`src/rtl/div_iter.sv`:
```
// Iterative radix-2 restoring divider (RISC-V M semantics), one quotient bit per cycle.
// Optional macro DIV_FAST_SPECIAL_EN: divide-by-zero / signed overflow finish at the accept edge.
module div_iter #(
    parameter int WIDTH = 64
) (
    input  logic             clk,
    input  logic             rst,
    input  logic             in_valid,
    output logic             in_ready,
    input  logic [WIDTH-1:0] dividend,
    input  logic [WIDTH-1:0] divisor,
    input  logic             div_signed,
    input  logic             flush,
    output logic             out_valid,
    input  logic             out_ready,
    output logic [WIDTH-1:0] quotient,
    output logic [WIDTH-1:0] remainder
);
    // Handshake: a transfer happens on a rising edge where valid && ready are both high.
    // in_valid/in_ready move the operand pair in; out_valid/out_ready move the result out.
    // out_valid stays high and the result is held until out_ready, unless flush or rst.

    localparam int CW = $clog2(WIDTH);

    typedef enum logic [1:0] {IDLE, CALC, POST, DONE} state_t;

    state_t           state;
    logic [CW-1:0]    count;
    logic [WIDTH-1:0] part_rem;
    logic [WIDTH-1:0] dq;
    logic [WIDTH-1:0] dvs;
    logic             q_neg;
    logic             r_neg;
    logic [WIDTH:0]   shifted;
    logic [WIDTH:0]   diff;
    logic             accept;
    logic             special;

    assign in_ready = (state == IDLE) && !flush;
    assign accept   = in_valid && in_ready;

    // Trial subtraction is WIDTH+1 bits wide; bit WIDTH set means the subtraction went negative.
    always_comb begin
        shifted = {part_rem, dq[WIDTH-1]};
        diff    = shifted - {1'b0, dvs};
    end

`ifdef DIV_FAST_SPECIAL_EN
    always_comb begin
        special = (divisor == '0) ||
                  (div_signed && (dividend == {1'b1, {(WIDTH-1){1'b0}}}) && (divisor == '1));
    end
`else
    assign special = 1'b0;
`endif

    always_ff @(posedge clk or posedge rst) begin
        if (rst) begin
            state     <= IDLE;
            count     <= '0;
            part_rem  <= '0;
            dq        <= '0;
            dvs       <= '0;
            q_neg     <= 1'b0;
            r_neg     <= 1'b0;
            out_valid <= 1'b0;
            quotient  <= '0;
            remainder <= '0;
        end else if (flush) begin
            state     <= IDLE;
            out_valid <= 1'b0;
        end else begin
            case (state)
                IDLE: begin
                    if (accept) begin
                        // A zero divisor must still yield an all-ones quotient, so no sign fix then.
                        q_neg    <= div_signed && (dividend[WIDTH-1] ^ divisor[WIDTH-1]) &&
                                    (divisor != '0);
                        r_neg    <= div_signed && dividend[WIDTH-1];
                        dq       <= (div_signed && dividend[WIDTH-1]) ? -dividend : dividend;
                        dvs      <= (div_signed && divisor[WIDTH-1]) ? -divisor : divisor;
                        part_rem <= '0;
                        count    <= '0;
                        if (special) begin
                            quotient  <= (divisor == '0) ? '1 : dividend;
                            remainder <= (divisor == '0) ? dividend : '0;
                            out_valid <= 1'b1;
                            state     <= DONE;
                        end else begin
                            state <= CALC;
                        end
                    end
                end
                CALC: begin
                    if (!diff[WIDTH]) begin
                        part_rem <= diff[WIDTH-1:0];
                        dq       <= {dq[WIDTH-2:0], 1'b1};
                    end else begin
                        part_rem <= shifted[WIDTH-1:0];
                        dq       <= {dq[WIDTH-2:0], 1'b0};
                    end
                    count <= count + 1'b1;
                    if (count == CW'(WIDTH - 1)) begin
                        state <= POST;
                    end
                end
                POST: begin
                    quotient  <= q_neg ? -dq : dq;
                    remainder <= r_neg ? -part_rem : part_rem;
                    out_valid <= 1'b1;
                    state     <= DONE;
                end
                DONE: begin
                    if (out_ready) begin
                        out_valid <= 1'b0;
                        state     <= IDLE;
                    end
                end
                default: state <= IDLE;
            endcase
        end
    end

endmodule
```
`config.mk`:
```
export PLATFORM = sky130hd
export DESIGN_NAME = div_iter
export DESIGN_NICKNAME = d
export VERILOG_FILES = /design/src/rtl/div_iter.sv
export SDC_FILE = /design/constraint.sdc
export NUM_CORES = 1
export LEC_CHECK = 0
export CELL_PAD_IN_SITES_DETAIL_PLACEMENT = 2
export CELL_PAD_IN_SITES_GLOBAL_PLACEMENT = 2
export CORE_ASPECT_RATIO = 0.9
export CORE_UTILIZATION = 37
export DETAILED_ROUTE_END_ITERATION = 7
export GPL_TIMING_DRIVEN = 0
export PLACE_DENSITY_LB_ADDON = 0.1
export SLEW_MARGIN = 20
export SYNTH_ARGS = -nofsm -noshare
export SYNTH_HDL_FRONTEND = slang
export SYNTH_SLANG_ARGS = --single-unit
```
`constraint.sdc`:
```
create_clock -name clk -period 28.7 [get_ports clk]
set_input_delay 2.87 -clock clk [delete_from_list [all_inputs] [get_ports clk]]
set_output_delay 2.87 -clock clk [all_outputs]
set_load 0.02 [all_outputs]
```
Word level (Yosys, flattened, before mapping):

Cells that the tools add are included.

* register bits after elaboration: 331
* input bits: 134
* output and inout port bits: 130
* word-level logic and storage cells: 62

* multiplexer cells: 20
* $add $sub $neg: 6
* bitwise gates (word level): 2
* equal/unequal tests: 8
* reduce and logical (&&, ||, !) cells: 16

Operators with widths (count)
* 64-bit 2-to-1 mux: 7
* 64-bit negation: 4
* 64-bit one-hot mux with 2 select lines: 2
* 65-bit by 64-bit subtractor with 65-bit output: 1
* 64-bit nonzero test: 1
* 6-bit one-hot mux with 2 select lines: 1
* 3-bit != test (second input constant): 3
* 3-bit AND reduction: 3
* 2-bit 2-to-1 mux: 4
* 2-bit one-hot mux with 4 select lines: 1
* 6-bit by 1-bit adder with 6-bit output (second input constant): 1
* 6-bit == test (second input constant): 1
* 1-bit logical AND: 6
* 6-bit 2-to-1 mux: 1
* 2-bit == test (second input constant): 2
* 2-bit AND reduction: 2
* 1-bit 2-to-1 mux: 3
* 3-bit nonzero test: 1
* 2-bit by 1-bit == test with 1-bit output (second input constant): 1
* 2-bit logical NOT: 1
* 2-bit != test (second input constant): 1
* 1-bit one-hot mux with 2 select lines: 1
* 2-bit nonzero test: 1
* 1-bit logical NOT: 1
* 2 further kinds: 2

Longest topological paths before layout:

Gate-level depths: netlist of run 1.

* depth after elaboration: 6
* gate-level depth with buffers: 17
* mapped depth without buffers: 13

Worst setup path after synthesis of run 1:

No wires, ideal clock.

* path type: in2out
* start: in flush
* end: out in_ready
* buffers on the path: 1
* slack: 22479 ps
* arrival: 3351 ps
* stages: 2
* data required time: 25830 ps
* cells stage by stage: clkbuf_1 nor2_1

* cells in the longest elaborated chain, start to end: 2

Ends and longest elaborated chain
* start, declared: RTL line 13 `input logic flush,`
* 1-bit logical NOT: RTL line 39 `assign in_ready = (state == IDLE) && !flush;`
* 1-bit logical AND: RTL line 39
* end, declared: RTL line 9 `output logic in_ready,`

No other way between the ends.

Final worst setup path of run 1:

Same ends and word-level chain as after synthesis.

==> results of run 1 <==
flip-flops by register name, indices dropped and copies added, names as in the netlist:
name / cells
dq: 64
dvs: 64
part_rem: 64
quotient: 64
remainder: 64
count: 6
state: 2
out_valid: 1
q_neg: 1
r_neg: 1
power breakdown:
part / switching (mW) / internal [mW] / leakage, nW
Combinational: 0.841 / 0.449 / 6.50
Clock: 0.222 / 0.318 / 0.670
Sequential: 0.154 / 0.623 / 4.29
metal layers:
metal | part of all wire, % | GRT usage [%] | up-vias
li1 | - | - | 10100
met1 | 48 | 46.4 | 11700
met2 | 46 | 51.5 | 513
met3 | 4.2 | 3.66 | 110
met4 | 2.1 | 7.59 | 6
met5 | 0.036 | 0 | -
worst reg2reg max path: cells and delay by family (launching register included):
kind,cells,cell delay [ns]
adder cells (fa/ha/maj),1,0.51
flip-flops,1,0.54
AND/OR/NAND/NOR,3,0.52
AO/OA/AOI/OAI,7,2.62
buffers and inverters,4,1.20
cell usage after synthesis, drive strengths merged, types with 40 or more instances:
library cell | number | area, µm²
inv | 104 | 390
xnor2 | 105 | 920
o31ai | 58 | 464
o21ai | 385 | 1930
nand2 | 374 | 1410
nor2 | 149 | 559
ha | 74 | 926
mux2i | 51 | 510
nor3 | 40 | 228
o22ai | 46 | 288
a21oi | 178 | 891
xor2 | 198 | 1730
dfrtp | 331 | 8280
clkbuf | 143 | 537
area by class of cell:
type / count / share of cell area [%]
buffer: 162 / 2.39
antenna: 5 / 0.0456
sequential: 331 / 30.2
inverter: 104 / 1.45
multi-input combinational: 2075 / 47.6
timing repair buffer: 265 / 9.86
clock inverter: 11 / 0.529
tap: 783 / 3.57
clock buffer: 60 / 4.41
through the flow:
stage / worst slack (ns) / hold slack, ns / area (µm²) / total power [mW]
floorplan: 16.66 / 0.450 / 22400 / 1.49
global placement: 12.09 / 0.464 / 26000 / 1.98
detailed placement: 21.55 / 0.473 / 26100 / 2.05
CTS: 21.91 / 0.487 / 27400 / 2.61
global route: 21.83 / 0.497 / 27400 / 2.75
finish: 21.89 / 0.477 / 27400 / 2.61
worst paths after layout:
kind | start | slack (ns) | to
max in group asynchronous | rst | 24.57 | remainder[38]
setup / recovery | flush | 21.89 | in_ready
hold reg to reg | remainder[53] | 0.48 | remainder[53]
setup reg to reg | part_rem[0] | 23.20 | part_rem[35]
hold / removal | remainder[53] | 0.48 | remainder[53]
min in group asynchronous | rst | 2.74 | quotient[46]
cells by family (layout without fill, tap and decap cells):
group	Yosys count	count (layout)	synth area share, %
AOI/OAI and AO/OA	844	844	22.6
xor gates and xnor gates	303	303	11.9
adders and majority gates	75	75	4.23
buffers and inverters	266	602	4.65
DFF	331	331	37.0
muxes	51	51	2.28
other	0	5	0
and+or+nand+nor	802	802	17.3
==> impl_metrics.json, run 1 <==
{
  "finClkSkew_ns": 0.0241,
  "clock_path_buffers": 3,
  "status": "finished with violations",
  "setup_viol": 0,
  "syn_area_um2": 22400,
  "synth.distinct_cells": 88,
  "viasPerCell": 5.89,
  "firstDrtPassIters": 8,
  "seq_area_um2": 8280,
  "ant_nets": 0,
  "p_leak_nw": 11.5,
  "finalNetCount": 3188,
  "cts_resized": 0,
  "synth_warnings": 0,
  "cts_tree": "yes",
  "cts_inserted_buffers": 40,
  "arrival_ns": 3.94,
  "cp-start-kind": "primary input",
  "hold_path_depth": 2,
  "fmax_mhz": 147,
  "peakVddDrop_mv": 0.0420,
  "nFillCells": 6622,
  "drt_iter0_drc": 1355,
  "ys_ff_latch": 331,
  "tightest_slew_ns": 1.19,
  "fin_cells": 3796,
  "crit_fanout": 8,
  "clk_pin_slew_ns": 0.06,
  "core_area_um2": 59800,
  "finalSetupTns_ns": 0,
  "vias": 22400,
  "min_period_ns": 6.81,
  "ctsHoldBuffers": 0,
  "critPathKind": "in -> out",
  "fin_crit_sh_pct": 23.7,
  "clock_sinks": 331,
  "die_y_um": 235,
  "hold_class": "reg -> reg",
  "dp.cells": 3720,
  "area_growth_syn_to_layout_pct": 22.7,
  "start_util_pct": 37.4,
  "hold_viol": 0,
  "async_flop_share_pct": 100,
  "portBuffers": 262,
  "insertion_delay_ns": 0.58,
  "rsz0062_at_grt": "false",
  "cpPeakStageDelay_ns": 0.70,
  "layout_commonest_cell": "o21ai_0",
  "cp.required_ns": 25.83,
  "final_cell_mix": "376 x o21ai_0, 372 x nand2_1, 331 x dfrtp_1, 262 x clkdlybuf4s50_1, 198 x xor2_1",
  "ys.flop_type": "dfrtp_1",
  "fp-row-count": 85,
  "p_per_area_nw_per_um2": 95.0,
  "die_w_um": 261,
  "multi_input_area_um2": 13000,
  "dieArea_um2": 61400,
  "ff2ff_path_depth": 15,
  "crit_family": "buffers and inverters",
  "path_cells": "clkbuf_1 > nor2_1 > clkdlybuf4s50_1",
  "track_usage_pct": 32.2,
  "drv_slew": 0,
  "wirelength_mm": 99.3,
  "cp.depth": 3,
  "yosysSeqAreaShare_pct": 37.0,
  "relSlewSlack_pct": 20.4,
  "ios": 264,
  "avgSynthCellArea_um2": 8.37,
  "antenna_found_initial": 6,
  "grt_first_pass_wirelength_mm": 151,
  "grt_pass1_vias": 24300,
  "crit_buf_inv": 2,
  "grt_max_degree": 99,
  "utilization_pct": 45.9,
  "synth_edf_count": 0,
  "synth_nets": 2881,
  "drive_gt1_share_pct": 4.55,
  "gp_congestion": 0.955,
  "wl_per_cell_um": 26.2,
  "netlist_instances": 2672,
  "post_cts_buffers": 0,
  "grt_overflow": 0,
  "drv_cap": 0,
  "end_kind": "primary output",
  "crit_slowest_cell": "clkdlybuf4s50_1",
  "cts_root_buf": "clkbuf_16",
  "post-route-drc-count": 14,
  "violations": "DRC",
  "htreeDepth": 2,
  "dp_hpwl_mm": 76.4
}
No activity file was read; power rests on OpenSTA's default activity.
==> run 2, diff against run 1 <==
Settings changed: CORE_UTILIZATION 37 to 31.
Clock period 28.7 ns to 5.7 ns, I/O delays scaled along.
==> run 2 against run 1 <==
  * The flow now finishes without violations
  * Cell area is 1.8% higher
  * Global-route usage fell by 5.4 points
  * Register-to-register slack got worse by 23 ns
  * Setup slack got worse by 21 ns
  * First-iteration DRC count fell by 18%
  * Sequential power rose to 5.0 times the previous value
  * Combinational power increased to 5.0 times the previous value
  * Cell count increased by 4.7%
  * Sequential share of layout area shrank 0.53 points
  * Non-clock buffer count increased by 9
  * Highest routed layer unchanged
==> impl_metrics.json, run 2 (synthesis gave the netlist of run 1 again) <==
{
  "finalNetCount": 3200,
  "hold_viol": 0,
  "finClkSkew_ns": 0.0332,
  "grt_max_degree": 34,
  "cp-start-kind": "flop",
  "track_usage_pct": 26.9,
  "arrival_ns": 5.78,
  "fin_crit_sh_pct": 92.8,
  "nFillCells": 8029,
  "r2r_slack_ns": 0.41,
  "min_period_ns": 5.29,
  "dp_hpwl_mm": 78.5,
  "final_cell_mix": "376 x o21ai_0, 372 x nand2_1, 331 x dfrtp_1, 262 x clkdlybuf4s50_1, 198 x xor2_1",
  "end_kind": "flop",
  "antenna_found_initial": 7,
  "firstDrtPassIters": 5,
  "ctsHoldBuffers": 0,
  "drt_iter0_drc": 1111,
  "wirelength_mm": 99.3,
  "insertion_delay_ns": 0.59,
  "p_leak_nw": 11.6,
  "dieArea_um2": 73200,
  "wl_per_cell_um": 25.0,
  "ff2ff_path_depth": 15,
  "fp-row-count": 93,
  "viasPerCell": 5.55,
  "rr_startpoint": "part_rem[0]",
  "grt_pass1_vias": 24000,
  "ant_nets": 0,
  "rsz0062_at_grt": "false",
  "htreeDepth": 2,
  "gp_congestion": 0.890,
  "die_w_um": 285,
  "cp.required_ns": 6.19,
  "ios": 264,
  "peakVddDrop_mv": 0.227,
  "die_y_um": 257,
  "clock_path_buffers": 3,
  "p_total_mw": 13.3,
  "drive_gt1_share_pct": 5.00,
  "status": "finished clean",
  "grt_overflow": 0,
  "tightest_slew_ns": 1.15,
  "clock_sinks": 331,
  "drv_cap": 0,
  "crit_path_end": "part_rem[51]",
  "cts_inserted_buffers": 43,
  "fmax_mhz": 189,
  "p_per_area_nw_per_um2": 476,
  "rr_endpoint": "part_rem[51]",
  "portBuffers": 262,
  "post-route-drc-count": 0,
  "finalWorstSetupSlack_ns": 0.410,
  "layout_commonest_cell": "o21ai_0",
  "area_growth_syn_to_layout_pct": 24.9,
  "crit_fanout": 10,
  "vias": 22100,
  "cts_tree": "yes",
  "cp-startpoint": "part_rem[0]",
  "whs_ns": 0.338,
  "clk_pin_slew_ns": 0.06,
  "drv_slew": 0,
  "cts_root_buf": "clkbuf_16",
  "setup_viol": 0,
  "core_area_um2": 71400,
  "grt_first_pass_wirelength_mm": 151,
  "start_util_pct": 31.3,
  "critPathKind": "reg -> reg",
  "relSlewSlack_pct": 23.2,
  "hold_class": "in -> async",
  "dpl_worst_slack_ns": 0.0310
}
## run 2: area by class of cell
class	instances	area, µm²	share of cell area (%)
Clock inverter	16	273	0.977
Antenna cell	3	7.51	0.0269
Inverter	104	394	1.41
Buffer	162	657	2.35
Clock buffer	60	1200	4.30
Multi-Input combinational cell	2075	13100	46.8
Sequential cell	331	8280	29.7
Timing Repair Buffer	274	2860	10.2
Tap cell	950	1190	4.26
## run 2: worst max-delay path, stage by stage, from the launching register on
cell and delay (ns):
dfrtp_1 0.53, inv_1 0.20, fa_1 0.49, nand2b_1 0.20
a21oi_1 0.22, o21ai_0 0.32, o31ai_2 0.59, a21oi_1 0.32
o211a_1 0.32, o21ai_2 0.41, and2_1 0.19, clkbuf_1 0.23
buf_2 0.45, buf_2 0.40, nand4_1 0.15, nand3_1 0.14
## run 2: layer usage
layer / track usage [%] / part of all wire, % / up-vias
li1: - / - / 10100
met1: 38.2 / 48 / 11400
met2: 43.2 / 46 / 422
met3: 3.67 / 4.2 / 108
met4: 5.57 / 1.9 / 4
met5: 0 / 0.023 / -
## run 2: what timing repair did
action,4_1_cts,5_1_grt
endpoints found under the setup margin,2,1
gates resized for setup,1,1
cloned,0,0
endpoints found under the hold margin,0,0
buffers inserted,0,0
## run 2: worst min path at each step
stage	to	from
after floorplan	dvs[10]	dvs[10]
after global placement	quotient[1]	quotient[1]
after detailed placement	quotient[6]	quotient[6]
after CTS	dq[52]	rst
after global routing	quotient[53]	rst
final	dq[52]	rst
## run 2: metrics by stage
step                util [%]  cell area [µm²]  TNS [ns]  std cells
floorplan                  -            22400         0       2672
CTS                     39.1            27900         0       3972
global placement        36.6            26200   -656.92       3884
finish                  39.1            27900         0       3975
detailed placement      37.0            26400         0       3896
global route            39.1            27900         0       3975
## run 2: where the power goes
group / switching (mW) / leakage [nW] / internal, mW
Clock: 1.17 / 0.719 / 1.79
Combinational: 4.17 / 6.58 / 2.27
Sequential: 0.761 / 4.29 / 3.14
==> run 3, diff against run 2 <==
Settings changed: RECOVER_POWER set to 50.
==> run 3 against run 2 <==
  * The run now ends with capacitance limit, slew limit left
  * Sequential share of layout area grew 0.12 points
  * Core utilization shrank 0.16 points
  * Flip-flop and latch count unchanged
  * First-iteration DRC count shrank 6.1%
  * Cell area is 0.41% lower
  * Global-route usage did not move
  * Die area unchanged
  * Critical endpoint unchanged
==> impl_metrics.json, run 3 (synthesis gave the netlist of run 1 again) <==
{
  "grt_pass1_vias": 24000,
  "cts_inserted_buffers": 43,
  "use_met1_pct": 38.2,
  "path_cells": "inv_1 > fa_1 > nand2b_1 > a21oi_1 > o21ai_0 > o31ai_2 > a21oi_1 > o211a_1 > o21ai_2 > and2_1 > clkbuf_1 > buf_2 > buf_2 > nand4_1 > nand3_1",
  "hold_class": "in -> reg",
  "min_period_ns": 5.28,
  "clock_path_buffers": 3,
  "grt_max_degree": 34,
  "dieArea_um2": 73200,
  "gp_congestion": 0.890,
  "setup_viol": 0,
  "wirelength_mm": 99.4,
  "cts_root_buf": "clkbuf_16",
  "end_kind": "flop",
  "cpPeakStageDelay_ns": 0.60,
  "layout_commonest_cell": "o21ai_0",
  "drv_slew": 160,
  "track_usage_pct": 26.9,
  "firstDrtPassIters": 4,
  "portBuffers": 262,
  "post-route-drc-count": 0,
  "grtUsageMet3_pct": 3.67,
  "final_cell_mix": "376 x o21ai_0, 372 x nand2_1, 331 x dfrtp_1, 199 x clkdlybuf4s50_1, 198 x xor2_1",
  "hold_viol": 0,
  "status": "finished with violations",
  "arrival_ns": 5.77,
  "grt_busiest_layer": "met2",
  "drv_cap": 5,
  "fin_crit_sh_pct": 92.6,
  "viasPerCell": 5.56,
  "finalNetCount": 3200,
  "wl_per_cell_um": 25.0,
  "core_area_um2": 71400,
  "p_total_mw": 13.2,
  "crit_fanout": 10,
  "dp.cells": 3896,
  "tightest_slew_ns": 1.91,
  "htreeDepth": 2,
  "finClkSkew_ns": 0.0321,
  "met2_usage_pct": 43.2,
  "crit_slowest_cell": "o31ai_2",
  "vias": 22100,
  "critPathKind": "reg -> reg",
  "insertion_delay_ns": 0.59,
  "fp-row-count": 93,
  "cts_tree": "yes",
  "cp.required_ns": 6.19,
  "violations": "capacitance limit, slew limit",
  "ios": 264,
  "peakVddDrop_mv": 0.226,
  "grt_first_pass_wirelength_mm": 151,
  "p_leak_nw": 11.7,
  "fin_cells": 3975,
  "area_growth_syn_to_layout_pct": 24.3,
  "ant_nets": 0,
  "p_per_area_nw_per_um2": 476,
  "post_cts_buffers": 0,
  "drt_iter0_drc": 1043,
  "drive_gt1_share_pct": 4.83,
  "r2r_slack_ns": 0.42,
  "dp_hpwl_mm": 78.5,
  "clk_pin_slew_ns": 0.06,
  "rsz0062_at_grt": "false",
  "die_y_um": 257,
  "grt_overflow": 0,
  "cp-start-kind": "flop",
  "start_util_pct": 31.3,
  "fmax_mhz": 189,
  "antenna_found_initial": 7,
  "die_w_um": 285,
  "relSlewSlack_pct": -27.4,
  "clock_sinks": 331
}
## run 3: cell count changes in the layout (fill, tap and decap cells not counted), sizes merged
cell           before  now
clkdlybuf4s50     262  199
dlygate4sd3         0   63
buf                29   22
clkbuf            204  211
## run 3: final timing paths
path / end / depth (start not counted) / start
worst min-delay path: state[1] / 2 / flush
worst max register to register: part_rem[51] / 15 / part_rem[0]
worst max-delay path: part_rem[51] / 15 / part_rem[0]
min in group asynchronous: dq[52] / 2 / rst
max in group asynchronous: dvs[43] / 6 / rst
worst min register to register: quotient[6] / 2 / quotient[6]
## run 3: repair_timing
| item | 4_1_cts | 5_1_grt |
|---|---|---|
| cloned | 0 | 0 |
| hold buffers | 0 | 0 |
| setup endpoints to repair | 2 | 1 |
| resized for setup | 1 | 1 |
## run 3: layout make-up
type / instances / area, µm²
antenna: 3 / 7.51
buffer: 162 / 657
clock buffer: 60 / 1200
clock inverter: 16 / 273
fill: 8044 / 43600
inverter: 104 / 392
multi-input combinational: 2075 / 13100
sequential: 331 / 8280
tap: 950 / 1190
timing repair buffer: 274 / 2750
## run 3: power by group
part | leakage, nW | switching, mW | internal (mW)
Sequential | 4.29 | 0.756 | 3.13
Combinational | 6.68 | 4.17 | 2.21
Clock | 0.719 | 1.17 | 1.79
Total | 11.7 | 6.09 | 7.13
## run 3: metal layers
layer,share of wire [%],vias to the layer above
met3,4.1,112
met1,48,11500
li1,-,10100
met5,0.023,-
met4,1.9,4
met2,46,401
## run 3: critical path, delay by kind of cell (launching register included)
family          cells  cell delay (ns)
fa+ha+maj           1             0.49
simple gates        4             0.68
compound gates      6             2.18
flops               1             0.53
buf+inv             4             1.27
## run 3: stage by stage
stage	hold slack [ns]	TNS (ns)	worst slack [ns]	area, µm²	utilization, %
2_1_floorplan	0.450	0	0.709	22400	-
3_3_place_gp	0.465	-656.92	-2.03	26200	36.6
3_5_place_dp	0.470	0	0.0310	26400	37.0
4_1_cts	0.324	0	0.268	27900	39.1
5_1_grt	0.393	0	0.178	27800	38.9
6_report	0.349	0	0.419	27800	38.9
